## config.mk

```make
export PLATFORM = sky130hd
export DESIGN_NAME = lift_scan_ctrl_flat
export DESIGN_NICKNAME = d
export VERILOG_FILES = /design/src/rtl/lift_scan_ctrl_if.sv /design/src/rtl/lift_scan_ctrl.sv /design/src/flat_wrapper.sv
export SDC_FILE = /design/constraint.sdc
export NUM_CORES = 1
export LEC_CHECK = 0
export ABC_CLOCK_PERIOD_IN_PS = 2860
export CAP_MARGIN = 20
export CORE_MARGIN = 1
export CORE_UTILIZATION = 52
export DETAILED_ROUTE_END_ITERATION = 16
export PLACE_DENSITY = 0.76
export SLEW_MARGIN = 10
export SYNTH_ARGS = -nofsm -noshare
export SYNTH_HDL_FRONTEND = slang
export SYNTH_SLANG_ARGS = --single-unit
```

## constraint.sdc

```tcl
create_clock -name clk -period 2.86 [get_ports clk]
set_input_delay 0.286 -clock clk [delete_from_list [all_inputs] [get_ports clk]]
set_output_delay 0.286 -clock clk [all_outputs]
set_load 0.03 [all_outputs]
```

## src/rtl/lift_scan_ctrl_if.sv

```systemverilog
// Request and status bundle between the request decoders, the lift controller and the drivers.
interface lift_scan_ctrl_if #(
    parameter int unsigned NUM_FLOORS = 8,
    parameter int unsigned FLOOR_W    = 3
);
    logic                  req_valid;
    logic [FLOOR_W-1:0]    req_floor;
    logic [FLOOR_W-1:0]    cur_floor;
    logic                  up;
    logic                  down;
    logic                  stop;
    logic                  door;
    logic [NUM_FLOORS-1:0] pending;
    logic                  busy;

    // Request side: issues floor requests, observes car status
    modport master (
        output req_valid, req_floor,
        input  cur_floor, up, down, stop, door, pending, busy
    );

    // Controller side
    modport slave (
        input  req_valid, req_floor,
        output cur_floor, up, down, stop, door, pending, busy
    );
endinterface

```

## src/rtl/lift_scan_ctrl.sv

```systemverilog
// SCAN-order multi-request elevator controller with per-floor travel time and door dwell.
module lift_scan_ctrl #(
    parameter int unsigned NUM_FLOORS = 8,
    parameter int unsigned FLOOR_W    = 3,
    parameter int unsigned TRAVEL_CYC = 4,
    parameter int unsigned DOOR_CYC   = 6
) (
    input  logic            clk,
    input  logic            reset,
    lift_scan_ctrl_if.slave bus
);
    localparam int unsigned CNT_MAX = (TRAVEL_CYC > DOOR_CYC) ? TRAVEL_CYC : DOOR_CYC;
    localparam int unsigned CNT_W   = (CNT_MAX < 2) ? 1 : $clog2(CNT_MAX);

    typedef enum logic [1:0] {
        S_IDLE = 2'd0,
        S_MOVE = 2'd1,
        S_DOOR = 2'd2
    } state_t;

    typedef enum logic {
        DIR_UP = 1'b0,
        DIR_DN = 1'b1
    } dir_t;

    state_t                r_state;
    dir_t                  r_dir;
    logic [CNT_W-1:0]      r_cnt;
    logic [FLOOR_W-1:0]    r_cur_floor;
    logic [NUM_FLOORS-1:0] r_pending;
    logic                  r_up;
    logic                  r_down;
    logic                  r_stop;
    logic                  r_door;
    logic                  r_busy;

    state_t                w_state_nxt;
    dir_t                  w_dir_nxt;
    logic [CNT_W-1:0]      w_cnt_nxt;
    logic [FLOOR_W-1:0]    w_floor_nxt;
    logic [NUM_FLOORS-1:0] w_pend_nxt;

    logic                  w_req_ok;
    logic [NUM_FLOORS-1:0] w_req_vec;
    logic [NUM_FLOORS-1:0] w_pend_in;
    logic [NUM_FLOORS-1:0] w_bit_cur;
    logic [FLOOR_W-1:0]    w_floor_step;
    logic [NUM_FLOORS-1:0] w_bit_step;
    logic                  w_ahead_up;
    logic                  w_ahead_dn;
    logic                  w_step_ahead;

    // Any requested floor strictly above flr
    function automatic logic any_above(input logic [NUM_FLOORS-1:0] vec,
                                       input logic [FLOOR_W-1:0]    flr);
        logic hit;
        hit = 1'b0;
        for (int unsigned i = 0; i < NUM_FLOORS; i++) begin
            if (vec[i] && (i > 32'(flr))) hit = 1'b1;
        end
        return hit;
    endfunction

    // Any requested floor strictly below flr
    function automatic logic any_below(input logic [NUM_FLOORS-1:0] vec,
                                       input logic [FLOOR_W-1:0]    flr);
        logic hit;
        hit = 1'b0;
        for (int unsigned i = 0; i < NUM_FLOORS; i++) begin
            if (vec[i] && (i < 32'(flr))) hit = 1'b1;
        end
        return hit;
    endfunction

    // Request decode; out-of-range floors never reach the bitmap
    assign w_req_ok     = bus.req_valid && (32'(bus.req_floor) < NUM_FLOORS);
    assign w_req_vec    = w_req_ok ? (NUM_FLOORS'(1) << bus.req_floor) : '0;
    assign w_pend_in    = r_pending | w_req_vec;
    assign w_bit_cur    = NUM_FLOORS'(1) << r_cur_floor;
    assign w_floor_step = (r_dir == DIR_UP) ? (r_cur_floor + FLOOR_W'(1))
                                            : (r_cur_floor - FLOOR_W'(1));
    assign w_bit_step   = NUM_FLOORS'(1) << w_floor_step;
    assign w_ahead_up   = any_above(r_pending, r_cur_floor);
    assign w_ahead_dn   = any_below(r_pending, r_cur_floor);
    // Arrival look-ahead includes a request landing on the same edge
    assign w_step_ahead = (r_dir == DIR_UP) ? any_above(w_pend_in, w_floor_step)
                                            : any_below(w_pend_in, w_floor_step);

    // Next-state logic: SCAN decision in IDLE, travel timing in MOVE, dwell in DOOR
    always_comb begin
        w_state_nxt = r_state;
        w_dir_nxt   = r_dir;
        w_cnt_nxt   = r_cnt;
        w_floor_nxt = r_cur_floor;
        w_pend_nxt  = w_pend_in;
        case (r_state)
            S_IDLE: begin
                if (|(r_pending & w_bit_cur)) begin
                    w_state_nxt = S_DOOR;
                    w_cnt_nxt   = CNT_W'(DOOR_CYC - 1);
                    w_pend_nxt  = w_pend_in & ~w_bit_cur;
                end else if ((r_dir == DIR_UP) && w_ahead_up) begin
                    w_state_nxt = S_MOVE;
                    w_cnt_nxt   = CNT_W'(TRAVEL_CYC - 1);
                end else if ((r_dir == DIR_UP) && w_ahead_dn) begin
                    w_state_nxt = S_MOVE;
                    w_dir_nxt   = DIR_DN;
                    w_cnt_nxt   = CNT_W'(TRAVEL_CYC - 1);
                end else if ((r_dir == DIR_DN) && w_ahead_dn) begin
                    w_state_nxt = S_MOVE;
                    w_cnt_nxt   = CNT_W'(TRAVEL_CYC - 1);
                end else if ((r_dir == DIR_DN) && w_ahead_up) begin
                    w_state_nxt = S_MOVE;
                    w_dir_nxt   = DIR_UP;
                    w_cnt_nxt   = CNT_W'(TRAVEL_CYC - 1);
                end
            end
            S_MOVE: begin
                if (r_cnt != '0) begin
                    w_cnt_nxt = r_cnt - CNT_W'(1);
                end else begin
                    w_floor_nxt = w_floor_step;
                    if (|(w_pend_in & w_bit_step)) begin
                        w_state_nxt = S_DOOR;
                        w_cnt_nxt   = CNT_W'(DOOR_CYC - 1);
                        w_pend_nxt  = w_pend_in & ~w_bit_step;
                    end else if (w_step_ahead) begin
                        w_cnt_nxt = CNT_W'(TRAVEL_CYC - 1);
                    end else begin
                        w_state_nxt = S_IDLE;
                    end
                end
            end
            S_DOOR: begin
                if (w_req_ok && (bus.req_floor == r_cur_floor)) begin
                    // Hall call at the open floor extends the dwell instead of queueing
                    w_cnt_nxt  = CNT_W'(DOOR_CYC - 1);
                    w_pend_nxt = r_pending;
                end else if (r_cnt == '0) begin
                    w_state_nxt = S_IDLE;
                end else begin
                    w_cnt_nxt = r_cnt - CNT_W'(1);
                end
            end
            default: begin
                w_state_nxt = S_IDLE;
            end
        endcase
    end

    // State and registered outputs
    always_ff @(posedge clk) begin
        if (reset) begin
            r_state     <= S_IDLE;
            r_dir       <= DIR_UP;
            r_cnt       <= '0;
            r_cur_floor <= '0;
            r_pending   <= '0;
            r_up        <= 1'b0;
            r_down      <= 1'b0;
            r_stop      <= 1'b1;
            r_door      <= 1'b1;
            r_busy      <= 1'b0;
        end else begin
            r_state     <= w_state_nxt;
            r_dir       <= w_dir_nxt;
            r_cnt       <= w_cnt_nxt;
            r_cur_floor <= w_floor_nxt;
            r_pending   <= w_pend_nxt;
            r_up        <= (w_state_nxt == S_MOVE) && (w_dir_nxt == DIR_UP);
            r_down      <= (w_state_nxt == S_MOVE) && (w_dir_nxt == DIR_DN);
            r_stop      <= (w_state_nxt != S_MOVE);
            r_door      <= (w_state_nxt != S_MOVE);
            r_busy      <= (w_pend_nxt != '0) || (w_state_nxt != S_IDLE);
        end
    end

    assign bus.cur_floor = r_cur_floor;
    assign bus.up        = r_up;
    assign bus.down      = r_down;
    assign bus.stop      = r_stop;
    assign bus.door      = r_door;
    assign bus.pending   = r_pending;
    assign bus.busy      = r_busy;

endmodule

```

## src/flat_wrapper.sv

```systemverilog
// flat-port wrapper written by rule: the top's interface ports become plain ports
module lift_scan_ctrl_flat 
#(
    parameter int unsigned NUM_FLOORS = 8,
    parameter int unsigned FLOOR_W    = 3,
    parameter int unsigned TRAVEL_CYC = 4,
    parameter int unsigned DOOR_CYC   = 6
)
  (clk, reset, bus_req_valid, bus_req_floor, bus_cur_floor, bus_up, bus_down, bus_stop, bus_door, bus_pending, bus_busy);
  lift_scan_ctrl_if #(.NUM_FLOORS(NUM_FLOORS), .FLOOR_W(FLOOR_W)) bus_i ();
  input  logic clk;
  input  logic reset;
  input wire logic [$bits(bus_i.req_valid)-1:0] bus_req_valid;
  input wire logic [$bits(bus_i.req_floor)-1:0] bus_req_floor;
  output wire logic [$bits(bus_i.cur_floor)-1:0] bus_cur_floor;
  output wire logic [$bits(bus_i.up)-1:0] bus_up;
  output wire logic [$bits(bus_i.down)-1:0] bus_down;
  output wire logic [$bits(bus_i.stop)-1:0] bus_stop;
  output wire logic [$bits(bus_i.door)-1:0] bus_door;
  output wire logic [$bits(bus_i.pending)-1:0] bus_pending;
  output wire logic [$bits(bus_i.busy)-1:0] bus_busy;
  assign bus_i.req_valid = bus_req_valid;
  assign bus_i.req_floor = bus_req_floor;
  assign bus_cur_floor = bus_i.cur_floor;
  assign bus_up = bus_i.up;
  assign bus_down = bus_i.down;
  assign bus_stop = bus_i.stop;
  assign bus_door = bus_i.door;
  assign bus_pending = bus_i.pending;
  assign bus_busy = bus_i.busy;
  lift_scan_ctrl #(.NUM_FLOORS(NUM_FLOORS), .FLOOR_W(FLOOR_W), .TRAVEL_CYC(TRAVEL_CYC), .DOOR_CYC(DOOR_CYC)) u_core (.clk(clk), .reset(reset), .bus(bus_i));
endmodule
```

==> results.toml <==
[clock_tree]
ctsRootBufferMaster = "clkbuf_8"
cts.clk_slew.worst_paths_ns = 0.09
clk_path_buf_depth = 2
cts_hold_buf = 0
cts_buffers = 3
clk_latency_ns = 0.28
cts_tree = "done"
htreeDepth = 1
cts_sinks = 21

[sta]
final.setup.worst_slack_ns = 0.0856
fmax_mhz = 360
fin_setup_tns_ns = 0
hold_ws_ns = 0.534
fin_crit_sh_pct = 97.0
slew_viol_final = 0
setup_violations = 0
max-slew-margin-rel_pct = 48.5
hold_viol = 0
finalCriticalPeriod_ns = 2.77
fin_worst_skew_ns = 0.0158
worst_pin_slew_ns = 0.772

[setup_path]
critical_path_class = "register to register"
critPathMaxFanout = 10
worstPathRequired_ns = 3.05
cp_cell_sequence = "inv_2 -> buf_4 -> ha_1 -> xnor2_4 -> a21o_4 -> mux4_2 -> nor2_2 -> or3_4 -> o21ai_2 -> o41ai_2"
start_kind = "register"
cp_num_buf_inv = 2
cp-end-kind = "register"
max_stage_delay_ns = 0.52
arrival_ns = 2.97
crit_family = "compound AO/OA/AOI/OAI gates"
cpMaxStageDelayCell = "mux4_2"

[yosys]
ys.flop_type = "dfxtp_1"
syn_avg_cell_area_sq_um = 7.99
synth_top_area_share_pct = 19.1
postSynth.asyncResetShare_pct = 0
synth.most_common_cell = "nor2_1"
syn_area_sq_mm = 0.00220
yosysWarnings = 0
synth_seq_area_share_pct = 19.1
syn-num-nets = 294
synth.distinct_cells = 82
synth_top_cell_by_area = "dfxtp_1"
synth.area.top_cells = "dfxtp_1 19%, ha_1 7.4%, nor2_1 4.4%"
synth_commonest_cells = "26 x nor2_1, 21 x dfxtp_1, 18 x inv_1"
ys_seq_elements = 21
synth_edf_count = 0
synth_cells = 275

[routing]
dr.pass1.iters = 5
drc = 0
via_per_inst = 6.60
num_vias = 2402
ant_nets = 0
routedWlPerCell_um = 19.7
routed_wl_um = 7170
drt_iter0_drc = 262

[pwr]
p_leak_nw = 1.08
pwr_density_cell_mw_per_mm2 = 844
ir_worst_vdd_mv = 0.695
finalPower_mw = 2.40

[grt]
grt_usage_pct = 33.0
antenna_found_initial = 0
grt_pass1_vias = 2191
grt_pass1_wl_um = 11000
grt_overflow = 0
grt_max_degree = 16

[cells_and_area]
antenna_cells = 0
n_fill_cell = 304
nets = 334
drive_above_1_share_pct = 26.1
area_growth_syn_to_layout_pct = 29.6
design_area_sq_mm = 0.00285

[floorplan]
die_h_um = 67
fp-row-count = 23
initial_core_util_pct = 54.5
coreArea_sq_mm = 0.00403
ios = 22
dieWidth_um = 67
dieArea_sq_mm = 0.00449

[min_path]
hold_path_class = "register to register"

[place]
place_ws_ns = -0.125
placed_area_sq_mm = 0.00259
hpwl_um = 5350
io_buffers = 21
place_congestion = 1.01

[status]
status = "complete, no violations"

[job]
max-cap-violations = 0
[per-stage QoR]
step,cells,utilization [%]
final,364,70.7
after global routing,364,70.7
after CTS,362,65.5
after detailed placement,358,64.3
after global placement,358,64.3
after floorplan,275,-
[kinds of logic (layout without fill, tap and decap cells)]
kind of cell	Yosys count	after routing	share of synthesized area (%)
adder cells (fa/ha/maj)	13	13	7.40
XOR/XNOR	9	9	3.93
AO/OA/AOI/OAI	96	96	33.6
AND/OR/NAND/NOR	96	96	25.3
flip-flops	21	21	19.1
buffers and inverters	39	78	9.57
multiplexers	1	1	1.02
[cell usage in the layout, fill, tap and decap left out, types with 3 or more instances in the layout]
cell type,count
nor2_1,26
ha_4,3
a31oi_1,7
ha_1,10
and3_1,3
and2_1,3
clkbuf_8,3
clkdlybuf4s50_1,21
nor4_1,3
nand4_1,3
buf_4,34
dfxtp_1,18
inv_1,18
o21ai_2,3
nor2b_1,4
a22o_1,3
nor4_2,3
o21ai_0,13
o31ai_1,4
nand3_1,4
nor3_1,5
nand2_1,15
a21oi_1,11
xnor2_1,5
o21a_1,3
a211oi_1,7
[power by group]
group / switching (mW) / internal, mW / leakage, nW
registers: 0.0603 / 0.360 / 0.173
clock network: 0.113 / 0.0977 / 0.0255
logic: 1.05 / 0.727 / 0.885
total: 1.22 / 1.18 / 1.08
[worst register-to-register path: stages (launching register included)]
cell and delay [ns]:
dfxtp_4 0.39, inv_2 0.06, buf_4 0.19, ha_1 0.27, xnor2_4 0.30, a21o_4 0.21
mux4_2 0.53, nor2_2 0.18, or3_4 0.18, o21ai_2 0.08, o41ai_2 0.31
[worst paths after layout]
kind | from | endpoint | slack [ns] | cells past startpoint
max | u_core.bus.cur_floor[0] | u_core.r_cnt[2] | 0.09 | 10
min | u_core.r_cnt[0] | u_core.r_cnt[0] | 0.53 | 2
max reg2reg | u_core.bus.cur_floor[0] | u_core.r_cnt[2] | 0.09 | 10
min reg2reg | u_core.r_cnt[0] | u_core.r_cnt[0] | 0.53 | 2
[state kept, by name, summed over array words and instances (netlist names)]
signal / count
u_core.bus.stop: 1
u_core.bus.cur_floor: 3
u_core.bus.pending: 8
u_core.bus.busy: 1
u_core.bus.up: 1
u_core.bus.down: 1
u_core.r_state: 2
u_core.r_cnt: 3
u_core.r_dir: 1
[layer usage]
layer	track usage [%]	vias to the layer above	share of wire, %
met5	0	-	0
met4	12.2	0	3.1
met3	6.34	21	8.7
met2	52.5	143	47
met1	43.4	1118	42
li1	-	1120	-
[timing repair]
| item | CTS | global route |
|---|---|---|
| setup endpoints to repair | 1 | 8 |
| pin swaps | 0 | 4 |
| gates resized for setup | 1 | 26 |
| buffers inserted | 0 | 2 |
[final cells by class]
| class | count | area, sq um | area share, % |
|---|---|---|---|
| Multi-Input combinational cell | 215 | 1780 | 62.3 |
| Timing Repair Buffer | 55 | 465 | 16.3 |
| Sequential cell | 21 | 427 | 15.0 |
| Inverter | 19 | 71.3 | 2.50 |
| Tap cell | 50 | 62.6 | 2.20 |
| Clock buffer | 3 | 41.3 | 1.45 |
| Clock inverter | 1 | 5.00 | 0.176 |
(Power assumes the default switching activity.)
